### src/rtl/data_mem_arbiter.sv
// Round-robin arbiter that shares one synchronous data RAM between two bus masters.
// Hits in the RAM window are sequenced one at a time; misses return an error response.
module data_mem_arbiter #(
  parameter logic [31:0] ADDR_BASE = 32'h0000_2300,
  parameter logic [31:0] ADDR_MASK = 32'hFFFF_FF00,
  parameter int unsigned MEM_AW    = 8,
  parameter int unsigned RD_LAT    = 1
) (
  input  logic              clk,
  input  logic              rst,
  input  logic              m0_req,
  input  logic              m0_we,
  input  logic [31:0]       m0_addr,
  input  logic [31:0]       m0_wdata,
  output logic              m0_ack,
  output logic              m0_err,
  output logic [31:0]       m0_rdata,
  input  logic              m1_req,
  input  logic              m1_we,
  input  logic [31:0]       m1_addr,
  input  logic [31:0]       m1_wdata,
  output logic              m1_ack,
  output logic              m1_err,
  output logic [31:0]       m1_rdata,
  output logic              mem_cs,
  output logic              mem_we,
  output logic [MEM_AW-1:0] mem_addr,
  output logic [31:0]       mem_wdata,
  input  logic [31:0]       mem_rdata,
  output logic [7:0]        err_count,
  output logic [1:0]        dbg_state
);

  // Handshake: a master raises req with we/addr/wdata stable and holds it until it
  // samples ack (one-cycle pulse; err and rdata valid with it), then drops or
  // replaces the request on that same edge. req seen high in IDLE is always new.

  typedef enum logic [1:0] {
    ST_IDLE   = 2'd0,
    ST_ACCESS = 2'd1,
    ST_WAIT   = 2'd2,
    ST_RESP   = 2'd3
  } state_e;

  localparam logic [3:0] CNT_INIT = 4'(RD_LAT - 1);

  state_e              state_q, state_d;
  logic                sel_q, sel_d;
  logic                last_q, last_d;
  logic                we_q, we_d;
  logic [3:0]          cnt_q, cnt_d;
  logic [7:0]          err_cnt_q, err_cnt_d;
  logic                m0_ack_q, m0_ack_d, m0_err_q, m0_err_d;
  logic [31:0]         m0_rdata_q, m0_rdata_d;
  logic                m1_ack_q, m1_ack_d, m1_err_q, m1_err_d;
  logic [31:0]         m1_rdata_q, m1_rdata_d;
  logic                mem_cs_q, mem_cs_d, mem_we_q, mem_we_d;
  logic [MEM_AW-1:0]   mem_addr_q, mem_addr_d;
  logic [31:0]         mem_wdata_q, mem_wdata_d;

  logic                win;
  logic                req_we;
  logic [31:0]         req_addr, req_wdata;
  logic                hit;
  logic                resp_fire, resp_err, resp_sel;
  logic [31:0]         resp_data;

  // last_q = 1 means m1 was granted last, so m0 wins the next contention.
  always_comb begin
    win       = m1_req && (!m0_req || !last_q);
    req_we    = win ? m1_we    : m0_we;
    req_addr  = win ? m1_addr  : m0_addr;
    req_wdata = win ? m1_wdata : m0_wdata;
    hit       = (req_addr & ADDR_MASK) == ADDR_BASE;
  end

  always_comb begin
    state_d     = state_q;
    sel_d       = sel_q;
    last_d      = last_q;
    we_d        = we_q;
    cnt_d       = cnt_q;
    err_cnt_d   = err_cnt_q;
    m0_ack_d    = 1'b0;
    m0_err_d    = 1'b0;
    m0_rdata_d  = m0_rdata_q;
    m1_ack_d    = 1'b0;
    m1_err_d    = 1'b0;
    m1_rdata_d  = m1_rdata_q;
    mem_cs_d    = 1'b0;
    mem_we_d    = 1'b0;
    mem_addr_d  = mem_addr_q;
    mem_wdata_d = mem_wdata_q;
    resp_fire   = 1'b0;
    resp_err    = 1'b0;
    resp_data   = 32'h0;

    case (state_q)
      ST_IDLE: begin
        if (m0_req || m1_req) begin
          sel_d  = win;
          last_d = win;
          we_d   = req_we;
          if (hit) begin
            state_d     = ST_ACCESS;
            mem_cs_d    = 1'b1;
            mem_we_d    = req_we;
            mem_addr_d  = req_addr[MEM_AW-1:0];
            mem_wdata_d = req_wdata;
          end else begin
            state_d   = ST_RESP;
            resp_fire = 1'b1;
            resp_err  = 1'b1;
            if (err_cnt_q != 8'hFF) err_cnt_d = err_cnt_q + 8'd1;
          end
        end
      end
      ST_ACCESS: begin
        if (we_q) begin
          state_d   = ST_RESP;
          resp_fire = 1'b1;
        end else begin
          state_d = ST_WAIT;
          cnt_d   = CNT_INIT;
        end
      end
      ST_WAIT: begin
        if (cnt_q == 4'd0) begin
          state_d   = ST_RESP;
          resp_fire = 1'b1;
          resp_data = mem_rdata;
        end else begin
          cnt_d = cnt_q - 4'd1;
        end
      end
      ST_RESP: state_d = ST_IDLE;
      default: state_d = ST_IDLE;
    endcase

    // A miss responds straight from IDLE, before sel_q has been updated.
    resp_sel = (state_q == ST_IDLE) ? win : sel_q;
    if (resp_fire) begin
      if (resp_sel) begin
        m1_ack_d   = 1'b1;
        m1_err_d   = resp_err;
        m1_rdata_d = resp_data;
      end else begin
        m0_ack_d   = 1'b1;
        m0_err_d   = resp_err;
        m0_rdata_d = resp_data;
      end
    end
  end

  always_ff @(posedge clk) begin
    if (rst) begin
      state_q     <= ST_IDLE;
      sel_q       <= 1'b0;
      last_q      <= 1'b1;
      we_q        <= 1'b0;
      cnt_q       <= 4'd0;
      err_cnt_q   <= 8'd0;
      m0_ack_q    <= 1'b0;
      m0_err_q    <= 1'b0;
      m0_rdata_q  <= 32'h0;
      m1_ack_q    <= 1'b0;
      m1_err_q    <= 1'b0;
      m1_rdata_q  <= 32'h0;
      mem_cs_q    <= 1'b0;
      mem_we_q    <= 1'b0;
      mem_addr_q  <= '0;
      mem_wdata_q <= 32'h0;
    end else begin
      state_q     <= state_d;
      sel_q       <= sel_d;
      last_q      <= last_d;
      we_q        <= we_d;
      cnt_q       <= cnt_d;
      err_cnt_q   <= err_cnt_d;
      m0_ack_q    <= m0_ack_d;
      m0_err_q    <= m0_err_d;
      m0_rdata_q  <= m0_rdata_d;
      m1_ack_q    <= m1_ack_d;
      m1_err_q    <= m1_err_d;
      m1_rdata_q  <= m1_rdata_d;
      mem_cs_q    <= mem_cs_d;
      mem_we_q    <= mem_we_d;
      mem_addr_q  <= mem_addr_d;
      mem_wdata_q <= mem_wdata_d;
    end
  end

  assign m0_ack    = m0_ack_q;
  assign m0_err    = m0_err_q;
  assign m0_rdata  = m0_rdata_q;
  assign m1_ack    = m1_ack_q;
  assign m1_err    = m1_err_q;
  assign m1_rdata  = m1_rdata_q;
  assign mem_cs    = mem_cs_q;
  assign mem_we    = mem_we_q;
  assign mem_addr  = mem_addr_q;
  assign mem_wdata = mem_wdata_q;
  assign err_count = err_cnt_q;
  assign dbg_state = state_q;

endmodule

### config.mk
export PLATFORM = sky130hd
export DESIGN_NAME = data_mem_arbiter
export DESIGN_NICKNAME = d
export VERILOG_FILES = /design/src/rtl/data_mem_arbiter.sv
export SDC_FILE = /design/constraint.sdc
export NUM_CORES = 1
export LEC_CHECK = 0
export BUFFER_PORTS_ARGS = -buffer_cell sky130_fd_sc_hd__buf_2
export CAP_MARGIN = 20
export CORE_AREA = 2 2 112 114
export DETAILED_ROUTE_END_ITERATION = 8
export DIE_AREA = 0 0 114 116
export GPL_TIMING_DRIVEN = 0
export PLACE_DENSITY = 0.83
export SKIP_LAST_GASP = 1
export SLEW_MARGIN = 15
export SYNTH_ARGS = -nofsm -noshare
export SYNTH_HDL_FRONTEND = slang
export SYNTH_SLANG_ARGS = --single-unit
### constraint.sdc
create_clock -name clk -period 5.02 [get_ports clk]
set_input_delay 1.004 -clock clk [delete_from_list [all_inputs] [get_ports clk]]
set_output_delay 1.004 -clock clk [all_outputs]
set_load 0.005 [all_outputs]
---- Yosys cells after proc, flatten, opt, wreduce, memory -nomap -nowiden ----
Index checks and enable logic that the tools add are counted.
word-level totals
  bits in latches ......................... 0
  memories kept ........................... 0
  logic and storage cells ................. 75
  flip-flop bits (word level) ............. 127
  output and inout bits ................... 120
  bits in writable memories ............... 0
  bits in read-only memories .............. 0
cells by class
  add/sub/neg operators ................... 2
  $lt $le $gt $ge ......................... 0
  shifts and indexed selects .............. 0
  reduce and logical (&&, ||, !) cells .... 20
  bitwise logic cells ..................... 5
  mux-type cells .......................... 23
  eq/ne operators ......................... 9
  $mul .................................... 0
  div/mod/pow operators ................... 0
operators by type and width
  operator                                                                number
  32-bit two-way mux                                                      4
  24-bit by 6-bit equality test with 1-bit output, second input constant  1
  1-bit two-way mux                                                       11
  3-bit OR reduction                                                      3
  8-bit by 1-bit adder with 8-bit output, second input constant           1
  4-bit two-way mux                                                       2
  2-bit != test, second input constant                                    4
  8-bit != test, second input constant                                    1
  2-bit case mux with 4 select lines                                      1
  4-bit case mux with 2 select lines                                      1
  2-bit AND reduction                                                     4
  2-bit two-way mux                                                       3
  3-bit AND reduction                                                     2
  1-bit inverter                                                          5
  2-bit equality test, second input constant                              2
  4-bit logical NOT                                                       1
  4-bit AND reduction                                                     1
  4-bit OR reduction                                                      1
  4-bit by 1-bit subtractor with 4-bit output, second input constant      1
  1-bit case mux with 3 select lines                                      1
  2-bit by 1-bit equality test with 1-bit output, second input constant   1
  1-bit logical NOT                                                       2
  2-bit logical NOT                                                       1
  1-bit logical OR                                                        2
  3 further kinds                                                         3

---- Logic depth before layout (Yosys ltp) ----
  word-level depth ........................ 10
  mapped depth ............................ 9
  mapped depth without buffers ............ 7

---- Worst setup path before layout ----
OpenSTA, ideal clock, no wires.
  kind .................................... input to register
  from .................................... input m1_addr[27]
  to ...................................... register mem_wdata_q[0] (netlist: mem_wdata[0])
  arrival time ............................ 2.232 ns
  data required time ...................... 4.875 ns
  slack ................................... 2.643 ns
  stages on the path ...................... 7
  cells stage by stage .................... nor4b_1 -> nand4_1 -> o22ai_2 -> and2_1 -> clkbuf_1 -> buf_2 -> a211oi_1
on the way
  word-level cells in the longest chain between the ends .. 3
RTL lines
  what                                             line  text
  start: declaration                               20    input logic [31:0] m1_addr,
  32-bit two-way mux                               72    req_addr = win ? m1_addr : m0_addr;
  24-bit by 6-bit equality test with 1-bit output  74    hit = (req_addr & ADDR_MASK) == ADDR_BASE;
  3-bit AND reduction (no line)                    n/a
  end signal: assignment                           189   mem_wdata_q <= mem_wdata_d;
  end: declaration                                 59    logic [31:0] mem_wdata_q, mem_wdata_d;
No other way between the ends.
A chain may end at the register's enable or synchronous reset.

---- Worst setup path in the final report ----
  from .................................... register state_q[0] (netlist: dbg_state[0])
  to ...................................... register m1_rdata_q[20] (netlist: m1_rdata[20])
on the way
  word-level cells in the longest chain between the ends .. 3
  elaborated cells between the ends (all ways) .. 7
RTL lines
  what                                                                            line     text
  start: declaration                                                              47       state_e state_q, state_d;
  start signal: assignment                                                        174      state_q <= state_d;
  2-bit equality test (tied with other cells)                                     98       case (state_q)
  1-bit case mux with 3 select lines / 1-bit two-way mux (equally long branches)  98, 141
  2-bit AND reduction (no line)                                                   n/a
  end signal: assignment                                                          185      m1_rdata_q <= m1_rdata_d;
  end: declaration                                                                56       logic [31:0] m1_rdata_q, m1_rdata_d;
Several ways; a longest one is shown, not always the timed one.

==> results.tsv <==
stage	metric	value	unit
outcome	outcome	finished, final reports clean	
clock_network	clk_lat worst skew	410	ps
sta	Final Critical Period	2610	ps
sta	final setup violation count	0	
critical_path	CP Max Fanout	10	
die	die area	13200	sq um
critical_path	worst r2r src	dbg_state[0]	
power	Leakage Power	3.41	nW
drt	DR pass1 iterations	5	
critical_path	slowest CP cell	clkbuf_1	
drt	Vias/cell	5.65	
die	Starting Density	45.4	%
critical_path	crit-path max cell delay	450	ps
critical_path	delay-heaviest family, CP	compound AO/OA/AOI/OAI gates	
critical_path	worst setup path end	m1_rdata[20]	
synth	Synth Warn #	0	
sta	final hold viol count	0	
critical_path	crit path kind	reg2reg	
synth	Yosys reg bits	127	
synth	Synth async-reset ratio	0	%
clock_network	CTS Sinks	127	
clock_network	# H-tree levels	4	
clock_network	postcts setup bufs	0	
drt	ANT nets after route	0	
drt	drt wl/cell	17.3	microns
sta	unrepaired setup endpoints after global routing	false	
clock_network	CTS resizes	0	
place	Port Buffers	285	
critical_path	worst r2r dst	m1_rdata[20]	
synth	area leader, netlist	dfxtp_1	
synth	Synth Area in Compound Gates	29.4	%
grt	met3 Use GR	6.07	%
critical_path	critical path depth	8	
synth	most frequent cell after synthesis	dfxtp_1	
sta	Tightest Pin Transition	719	ps
grt	GR Layer Usage met1	28.3	%
grt	number of global-route vias before repair	5190	
critical_path	Critical Path Start	dbg_state[0]	
sta	Slew HR	52.1	%
drt	Detailed Route WL	16500	microns
grt	gr usage total	24.1	%
clock_network	CTS Buf Count	17	
critical_path	Crit. End Element	register	
grt	antenna violations before repair	0	
critical_path	CP arrival	2960	ps
sta	Tcrit/Tclk final	52.0	%
clock_network	clock slew at reported path FFs	60	ps
synth	Yosys cell types	45	
drt	DRT iter0 DRCs	299	
hold_path	Hold Path Depth	1	
power	maximum VDD drop	0.277	mV
grt	first-pass GRT wire length	25200	microns
synth	adder-cell share of the synthesized area	1.85	%
grt	gr busiest metal	met2	
drt	DRC viols	0	
clock_network	CTS tree	yes	
synth	Seq/Total Area, Yosys	47.0	%
cells_and_area	Area Overhead vs Synth	41.5	%
synth	Avg Inst Size Synth	10.9	sq um
synth	synthesized netlist net count	669	
sta	Fin Setup TNS	0	ps
grt	largest net degree at the start of global routing	17	
critical_path	WP data required	5370	ps
critical_path	CP Cell Sequence	inv_1 -> ha_1 -> nand4bb_1 -> a21oi_1 -> nand2_1 -> o21ai_1 -> clkbuf_1 -> a32o_1	
synth	top cell types by occurrence after synthesis	dfxtp_1, a32o_1, a21oi_1	
place	Post-Place Cells	927	
power	Power Dens Cells	450	nW/um^2
place	Routability Congestion	0.817	
critical_path	Startpoint Class	register	
grt	grt ovf	0	
die	IO Pins	286	
drt	vias	5408	
synth	post-synthesis cell area	5410	sq um
grt	met2 Use GR	43.4	%
die	core box area	11900	sq um
clock_network	Longest Clk Path Bufs	2	
hold_path	path type of the worst min-delay path	reg2reg	
sta	skew final	8.79	ps
sta	Peak Freq	383	MHz
critical_path	Buf+Inv Stages, Crit Path	2	
critical_path	reg-to-reg slack, setup	2410	ps
die	Die Ht	116	microns
clock_network	clock root buffer	clkbuf_16	
synth	combinational family with the most area after synthesis	compound AO/OA/AOI/OAI gates	
cells_and_area	nets	973	
synth	top post-synthesis cells by area	dfxtp_1, a32o_1, a211oi_2	
synth	post-synthesis cell count	495	
critical_path	Reg2Reg Depth	8	
synth	Synth Area in Simple Gates	7.89	%
place	HPWL after detailed placement	12200	microns
synth	top cell type's share of synthesized area	47.0	%
cells_and_area	ant diodes	0	
synth	XOR/XNOR Fraction of Synth Area	0	%
hold_path	Hold Crit Start	m1_rdata[11]	
flow_run	Max Cap Viol	0	
clock_network	cts hold-fix bufs	0	
sta	max-slew violations	0	
cells_and_area	# fillers	1008	
synth	Most used DFF post-synth	dfxtp_1	
synth	mux share of post-synthesis cell area	8.63	%
die	Site Rows	40	
cells_and_area	post-route insts no fill	958	
cells_and_area	share of layout cells above drive strength 1	46.9	%
die	chip width	114	microns
synth	EDFF count, synth	0	
## per-stage QoR
| step | power, mW | setup slack, ps | util [%] | hold WS, ps | instance area [sq um] |
|---|---|---|---|---|---|
| 6_report | 3.45 | 2410 | 64.2 | 458 | 7650 |
| 3_5_place_dp | 2.14 | 2050 | 58.9 | 448 | 7020 |
| 5_1_grt | 3.61 | 2140 | 64.2 | 472 | 7650 |
| 2_1_floorplan | 1.80 | 2640 | - | 458 | 5410 |
| 4_1_cts | 3.45 | 2460 | 64.2 | 461 | 7650 |
| 3_3_place_gp | 2.13 | 2030 | 58.9 | 442 | 7020 |
## per-layer routing
layer,wire length (microns),part of all wire (%)
met3,1190,7.2
met2,8360,51
met4,296,1.8
met5,0,0
met1,6680,40
## layout make-up
cell class | count | area, sq um | area share, %
timing repair buffer | 285 | 1430 | 18.6
clock buffer | 22 | 474 | 6.20
inverter | 6 | 22.5 | 0.294
clock inverter | 9 | 158 | 2.06
sequential | 127 | 2540 | 33.2
tap | 147 | 184 | 2.40
buffer | 48 | 256 | 3.35
multi-input combinational | 314 | 2580 | 33.8
## logic make-up (layout without fill, tap and decap cells)
family                     Yosys count  in the layout
adders and majority gates            8              8
AOI/OAI and AO/OA                  186            186
DFF                                127            127
and+or+nand+nor                     74             74
muxes                               46             46
buffers and inverters               54            370
## state kept, by name (all words and copies together) (netlist names)
register / count
mem_wdata: 32
m0_rdata: 32
sel_q: 1
cnt_q: 4
m1_err: 1
err_count: 8
we_q: 1
dbg_state: 2
m0_ack: 1
last_q: 1
mem_we: 1
mem_addr: 8
m1_ack: 1
m0_err: 1
m1_rdata: 32
mem_cs: 1
## placed cells by master, fill, tap and decap left out, types with 6 or more instances in the layout
cell type  Yosys  routed
a211oi_1       8       8
a211oi_2      35      35
a21oi_1       54      54
a32o_1        62      62
buf_2         13     298
buf_6          6       6
clkbuf_1      25      27
clkbuf_16      0      17
dfxtp_1      127     127
ha_1           8       8
inv_1          6       6
mux2i_1       43      43
nand2_1       13      13
nand4_1        6       6
nor2_1        11      11
nor4_1         8       8
nor4b_1        6       6
## how the worst min path moves through the flow
| stage | endpoint | slack (ps) |
|---|---|---|
| after floorplan | sel_q | 460 |
| after global placement | m0_rdata[5] | 440 |
| after detailed placement | m1_rdata[2] | 450 |
| after CTS | m1_rdata[2] | 460 |
| after global routing | m1_rdata[2] | 470 |
| final | m1_rdata[11] | 460 |
## where the power goes
group          internal (mW)  switching [mW]  leakage (nW)  total, mW
combinational          0.357           0.602          2.08      0.960
sequential              1.11          0.0681          1.03       1.18
clock                  0.868           0.443         0.302       1.31
total                   2.33            1.11          3.41       3.45
No activity file was read; power rests on OpenSTA's default activity.
